## config.mk

```make
export PLATFORM = sky130hd
export DESIGN_NAME = ahbl_copy_master
export DESIGN_NICKNAME = d
export VERILOG_FILES = /design/src/rtl/ahbl_copy_master.sv
export SDC_FILE = /design/constraint.sdc
export NUM_CORES = 1
export LEC_CHECK = 0
export BUFFER_PORTS_ARGS = -buffer_cell sky130_fd_sc_hd__buf_2
export CAP_MARGIN = 20
export CORE_MARGIN = 10
export CORE_UTILIZATION = 30
export DETAILED_ROUTE_END_ITERATION = 8
export PLACE_DENSITY_LB_ADDON = 0.25
export SLEW_MARGIN = 20
export SYNTH_ARGS = -nofsm -noshare
export SYNTH_HDL_FRONTEND = slang
export SYNTH_SLANG_ARGS = --single-unit
```

## constraint.sdc

```tcl
create_clock -name HCLK -period 5.4 [get_ports HCLK]
set_input_delay 0.54 -clock HCLK [delete_from_list [all_inputs] [get_ports HCLK]]
set_output_delay 0.54 -clock HCLK [all_outputs]
set_load 0.005 [all_outputs]
```

## src/rtl/ahbl_copy_master.sv

```systemverilog
`default_nettype none
// ============================================================================
// Module   : ahbl_copy_master
// Purpose  : AHB-Lite initiator that copies a block of 32-bit words from a
//            source address range to a destination address range on the same
//            bus. Each word is moved with one SINGLE read followed by one
//            SINGLE write, so exactly one transfer is outstanding at a time.
//            Usable as a boot-time RAM loader, a RAM-to-RAM mover, or a
//            stimulus driver for AHB-Lite memory slaves.
//
// Ports    :
//   HCLK        in   clock, all logic on the rising edge
//   HRESET      in   synchronous active-high reset
//   start       in   one-cycle pulse, accepted only while idle
//   src         in   source byte address (bits [1:0] cleared on capture)
//   dst         in   destination byte address (bits [1:0] cleared on capture)
//   len         in   number of words to copy (0 = finish without bus traffic)
//   busy        out  high from the cycle after an accepted start up to and
//                    including the done cycle
//   done        out  one-cycle pulse at the end of a transfer (normal/aborted)
//   err         out  sticky error flag, cleared by the next accepted start
//   words_done  out  number of words fully written
//   HADDR..HWDATA    AHB-Lite master outputs (all registered)
//   HREADY      in   transfer ready from the slave multiplexor
//   HRDATA      in   read data
//   HRESP       in   slave error response
//
// Revision : 1.0  initial release
// ============================================================================
module ahbl_copy_master #(
  parameter int LEN_W = 16
) (
  input  logic             HCLK,
  input  logic             HRESET,
  input  logic             start,
  input  logic [31:0]      src,
  input  logic [31:0]      dst,
  input  logic [LEN_W-1:0] len,
  output logic             busy,
  output logic             done,
  output logic             err,
  output logic [LEN_W-1:0] words_done,
  output logic [31:0]      HADDR,
  output logic [1:0]       HTRANS,
  output logic             HWRITE,
  output logic [2:0]       HSIZE,
  output logic [2:0]       HBURST,
  output logic [3:0]       HPROT,
  output logic             HMASTLOCK,
  output logic [31:0]      HWDATA,
  input  logic             HREADY,
  input  logic [31:0]      HRDATA,
  input  logic             HRESP
);

  // --------------------------------------------------------------------------
  // Constants
  // --------------------------------------------------------------------------
  localparam logic [1:0]  c_trans_idle   = 2'b00;
  localparam logic [1:0]  c_trans_nonseq = 2'b10;
  localparam logic [2:0]  c_size_word    = 3'b010;
  localparam logic [2:0]  c_burst_single = 3'b000;
  // Data access, privileged, non-bufferable, non-cacheable.
  localparam logic [3:0]  c_prot_data    = 4'b0011;
  localparam logic [31:0] c_word_mask    = 32'hFFFF_FFFC;
  localparam logic [31:0] c_word_bytes   = 32'd4;
  localparam logic [LEN_W-1:0] c_len_one = LEN_W'(1);

  // --------------------------------------------------------------------------
  // State encoding
  //   IDLE : waiting for start
  //   RA   : read address phase   RD : read data phase
  //   WA   : write address phase  WD : write data phase
  //   FIN  : one-cycle done pulse
  // --------------------------------------------------------------------------
  typedef enum logic [2:0] {
    ST_IDLE = 3'd0,
    ST_RA   = 3'd1,
    ST_RD   = 3'd2,
    ST_WA   = 3'd3,
    ST_WD   = 3'd4,
    ST_FIN  = 3'd5
  } state_t;

  state_t           r_state;

  // Bus-facing registers
  logic [31:0]      r_haddr;
  logic [1:0]       r_htrans;
  logic             r_hwrite;
  logic [31:0]      r_hwdata;

  // Status registers
  logic             r_busy;
  logic             r_done;
  logic             r_err;
  logic [LEN_W-1:0] r_words_done;

  // Transfer bookkeeping
  logic [31:0]      r_src_cur;
  logic [31:0]      r_dst_cur;
  logic [LEN_W-1:0] r_remaining;
  logic [31:0]      r_buf;

  // Word-aligned views of the start arguments; masking rather than slicing
  // keeps the full input vectors in use.
  logic [31:0]      w_src_aligned;
  logic [31:0]      w_dst_aligned;
  // Post-increment pointers, wrapping modulo 2^32 without any error.
  logic [31:0]      w_src_next;
  logic [31:0]      w_dst_next;
  logic             w_last_word;

  assign w_src_aligned = src & c_word_mask;
  assign w_dst_aligned = dst & c_word_mask;
  assign w_src_next    = r_src_cur + c_word_bytes;
  assign w_dst_next    = r_dst_cur + c_word_bytes;
  assign w_last_word   = (r_remaining == c_len_one);

  // --------------------------------------------------------------------------
  // Controller. All bus outputs are registered, so each state's bus values
  // are loaded on the edge that enters the state.
  // --------------------------------------------------------------------------
  always_ff @(posedge HCLK) begin
    if (HRESET) begin
      r_state      <= ST_IDLE;
      r_haddr      <= 32'h0;
      r_htrans     <= c_trans_idle;
      r_hwrite     <= 1'b0;
      r_hwdata     <= 32'h0;
      r_busy       <= 1'b0;
      r_done       <= 1'b0;
      r_err        <= 1'b0;
      r_words_done <= '0;
      r_src_cur    <= 32'h0;
      r_dst_cur    <= 32'h0;
      r_remaining  <= '0;
      r_buf        <= 32'h0;
    end else begin
      // done is a single-cycle pulse; only the edge entering FIN raises it.
      r_done <= 1'b0;

      case (r_state)
        ST_IDLE: begin
          if (start) begin
            r_src_cur    <= w_src_aligned;
            r_dst_cur    <= w_dst_aligned;
            r_remaining  <= len;
            r_err        <= 1'b0;
            r_words_done <= '0;
            r_busy       <= 1'b1;
            if (len == '0) begin
              // Nothing to move: report completion without touching the bus.
              r_state <= ST_FIN;
              r_done  <= 1'b1;
            end else begin
              r_state  <= ST_RA;
              r_htrans <= c_trans_nonseq;
              r_hwrite <= 1'b0;
              r_haddr  <= w_src_aligned;
            end
          end
        end

        ST_RA: begin
          // Address phase is held until the bus accepts it.
          if (HREADY) begin
            r_state  <= ST_RD;
            r_htrans <= c_trans_idle;
          end
        end

        ST_RD: begin
          // An ERROR response is acted on only in its completing cycle.
          if (HREADY) begin
            if (HRESP) begin
              r_err   <= 1'b1;
              r_state <= ST_FIN;
              r_done  <= 1'b1;
            end else begin
              r_buf    <= HRDATA;
              r_state  <= ST_WA;
              r_htrans <= c_trans_nonseq;
              r_hwrite <= 1'b1;
              r_haddr  <= r_dst_cur;
            end
          end
        end

        ST_WA: begin
          if (HREADY) begin
            r_state  <= ST_WD;
            r_htrans <= c_trans_idle;
            // Write data goes out for the whole data phase that follows.
            r_hwdata <= r_buf;
          end
        end

        ST_WD: begin
          if (HREADY) begin
            if (HRESP) begin
              // Failed write: the word is not counted and pointers stay put.
              r_err   <= 1'b1;
              r_state <= ST_FIN;
              r_done  <= 1'b1;
            end else begin
              r_words_done <= r_words_done + c_len_one;
              r_src_cur    <= w_src_next;
              r_dst_cur    <= w_dst_next;
              r_remaining  <= r_remaining - c_len_one;
              if (w_last_word) begin
                r_state <= ST_FIN;
                r_done  <= 1'b1;
              end else begin
                r_state  <= ST_RA;
                r_htrans <= c_trans_nonseq;
                r_hwrite <= 1'b0;
                r_haddr  <= w_src_next;
              end
            end
          end
        end

        ST_FIN: begin
          // busy covers the done cycle and drops on the way back to idle.
          r_state <= ST_IDLE;
          r_busy  <= 1'b0;
        end

        default: begin
          r_state  <= ST_IDLE;
          r_htrans <= c_trans_idle;
          r_busy   <= 1'b0;
        end
      endcase
    end
  end

  // --------------------------------------------------------------------------
  // Outputs
  // --------------------------------------------------------------------------
  assign busy       = r_busy;
  assign done       = r_done;
  assign err        = r_err;
  assign words_done = r_words_done;

  assign HADDR      = r_haddr;
  assign HTRANS     = r_htrans;
  assign HWRITE     = r_hwrite;
  assign HWDATA     = r_hwdata;
  assign HSIZE      = c_size_word;
  assign HBURST     = c_burst_single;
  assign HPROT      = c_prot_data;
  assign HMASTLOCK  = 1'b0;

endmodule
`default_nettype wire

```

==> reports/results.tsv <==
stage	metric	value	unit
status	status	finished clean	
worst_setup_path	cp.arrival	3280	ps
layout	areaGrowthSynthToFinish	17.6	%
global_routing	overflow	0	
global_routing	grt_pass1_wl	58600	um
timing	setup_tns	0	ps
synthesis	synth-edff-count	0	
synthesis	synthSimpleGateAreaFrac	0.258	
cts	htreeDepth	4	
floorplanning	die_height	206	um
cts	cts_hold_buf	0	
timing	fin_worst_skew	11.5	ps
cts	cts_root_buf	clkbuf_16	
synthesis	synth-compound-area-share	0.268	
synthesis	synth_top_cell_by_area	dfxtp_1	
min_path	worstHoldStart	HRDATA[26]	
synthesis	syn_avg_cell_area	7.50	um2
timing	finalSetupViolations	0	
cts	cts_made_buffers	17	
detailed_routing	firstDrtPassIters	5	
placed_design	dp_cells	1917	
cts	clockBufferDepth	2	
detailed_routing	vias	10700	
synthesis	syn_inst	1378	
synthesis	synth_area	10300	um2
detailed_routing	ant_nets	0	
min_path	hold_class	in2reg	
timing	fmax	334	MHz
cts	cts_tree	built	
cts	cts_resized	0	
global_routing	grt_pass1_vias	9877	
layout	fin_nets	1610	
synthesis	synth_adder_area_share	0.00605	
worst_setup_path	cp.required	5690	ps
cts	clk_pin_slew_worst_paths	80	ps
synthesis	ys_warn_count	0	
worst_setup_path	crit_start	r_state[1]	
global_routing	grt_start_max_net_pins	77	
synthesis	async_flop_share	0	
detailed_routing	wl_per_cell	19.8	um
cts	clk_latency	440	ps
timing	period_share	0.554	
global_routing	antenna_found_initial	9	
floorplanning	die_w	206	um
timing	final-hold-violation-count	0	
floorplanning	io_pins	214	
synthesis	synth_top_area_share	0.377	
placed_design	hpwl	26900	um
layout	fin_util	0.360	
layout	drive_gt1_frac	0.187	
timing	final_max_slew_viol_count	0	
cts	cts_setup_buffers	0	
timing	maxSlewHeadroom	0.264	
synthesis	synthXorXnorAreaFrac	0.0229	
layout	final_cell_count_no_fill	1951	
worst_setup_path	crit_path_end_kind	register	
synthesis	synth.most_common_cell	nand2_1	
floorplanning	initial_utilization	0.306	
synthesis	synth_cell_types	73	
global_routing	grt_usage	0.175	
power_and_ir_drop	power_leakage	4.53	nW
detailed_routing	drt-initial-drc-count	999	
power_and_ir_drop	pwr_density_cell	285	nW/um2
worst_setup_path	timing.rr.start	r_state[1]	
floorplanning	core_area	33800	um2
timing	rsz0062_at_grt	false	
floorplanning	die_area	42300	um2
timing	hold_slack	333	ps
cts	cts.sinks	195	
synthesis	synth-main-ff-cell	dfxtp_1	
worst_setup_path	cp_max_fo	76	
synthesis	synth_mux_area_frac	0.00387	
floorplanning	rows	67	
worst_setup_path	critical_path_class	reg2reg	
flow_run	maxCapViolCount	0	
timing	min_period	2990	ps
power_and_ir_drop	ir_drop	0.232	mV
timing	tightest_slew	1090	ps
placed_design	portBuffers	197	
detailed_routing	routed_wl	38600	um
synthesis	yosys_register_bits	195	
detailed_routing	drt-vias-per-instance	5.50	
synthesis	synth_commonest_cells	nand2_1, dfxtp_1, a21oi_1, nor2_1, clkbuf_1	
detailed_routing	drc_errors	0	
synthesis	ys_seq_area_frac	0.377	
synthesis	synthTopCellsByArea	dfxtp_1, nand2_1, a21oi_1, nor2_1, o21ai_0	
worst_setup_path	startpoint_type	register	
placed_design	gp_congestion	0.851	
synthesis	synth_top_family_by_area	compound AO/OA/AOI/OAI gates	
[stage by stage]
step	total power [W]	worst slack (ps)	instance area, um2
final	0.00346	2410	12200
after global routing	0.00361	2220	12200
after detailed placement	0.00217	2470	11600
after global placement	0.00216	2530	11600
after floorplan	0.00196	3230	10400
after CTS	0.00349	2450	12200
[final cells by class]
cell class	instances	area [um2]
antenna	2	5.00
clock buffer	20	447
clock inverter	12	144
fill	3594	21600
inverter	20	75.1
multi-input combinational	1039	5890
sequential	195	3900
tap	448	561
timing repair buffer	215	1140
[registers in the layout, indices dropped and copies added, names as in the netlist]
signal and count:
HADDR 31, HTRANS 1, HWDATA 32, HWRITE 1, busy 1, done 1
err 1, r_buf 32, r_dst_cur 30, r_remaining 16, r_src_cur 30, r_state 3
words_done 16
[report_power, final]
part / switching [W] / internal (W) / total, W
registers: 0.000105 / 0.00152 / 0.00163
logic: 0.000315 / 0.000202 / 0.000517
clock network: 0.000615 / 0.000708 / 0.00132
total: 0.00104 / 0.00243 / 0.00346
[critical path, cell delays in order (launching register included)]
cell and delay [ps]:
dfxtp_1 800, or3b_4 870, buf_4 490, nor3_1 100
and3_1 200, a211oi_1 230, a311oi_1 120
[cells in the final DEF (no fill, tap or decap), types with 14 or more instances in the layout]
cell       Yosys  final
a21oi_1      144    142
buf_2         20    196
nor4_1        24     22
o21ai_0       75     75
clkbuf_16      0     17
inv_1         20     20
nor2_1       106    104
a31oi_1       47     47
nand3_1       36     36
a22oi_1       30     30
a311oi_1      25     25
nand4_1       30     30
xor2_1        14     14
nand2_1      243    243
buf_4         13     18
dfxtp_1      195    195
nor3_1        32     32
a211oi_1      14     14
[metal layers]
layer | part of all wire | global-route usage | vias up | wire (um)
met3 | 0.069 | 0.0348 | 45 | 2660
met1 | 0.46 | 0.239 | 5109 | 17600
met2 | 0.46 | 0.274 | 354 | 17700
met5 | 0.0012 | 0 | - | 46
li1 | - | - | 5213 | -
met4 | 0.015 | 0.0452 | 8 | 578
[cell families (layout without fill, tap and decap cells)]
family | Yosys count | count (layout)
compound gates | 432 | 432
xor+xnor | 27 | 27
fa+ha+maj | 5 | 5
buf+inv | 154 | 267
flops | 195 | 195
mux | 4 | 4
other cells | 2 | 14
simple gates | 559 | 559
[worst paths after layout]
check,endpoint,slack [ps],cells past startpoint
max,HADDR[27],2410,6
min,r_buf[26],330,3
max reg2reg,HADDR[27],2410,6
min reg2reg,HWDATA[18],450,2
(Power assumes the default switching activity.)
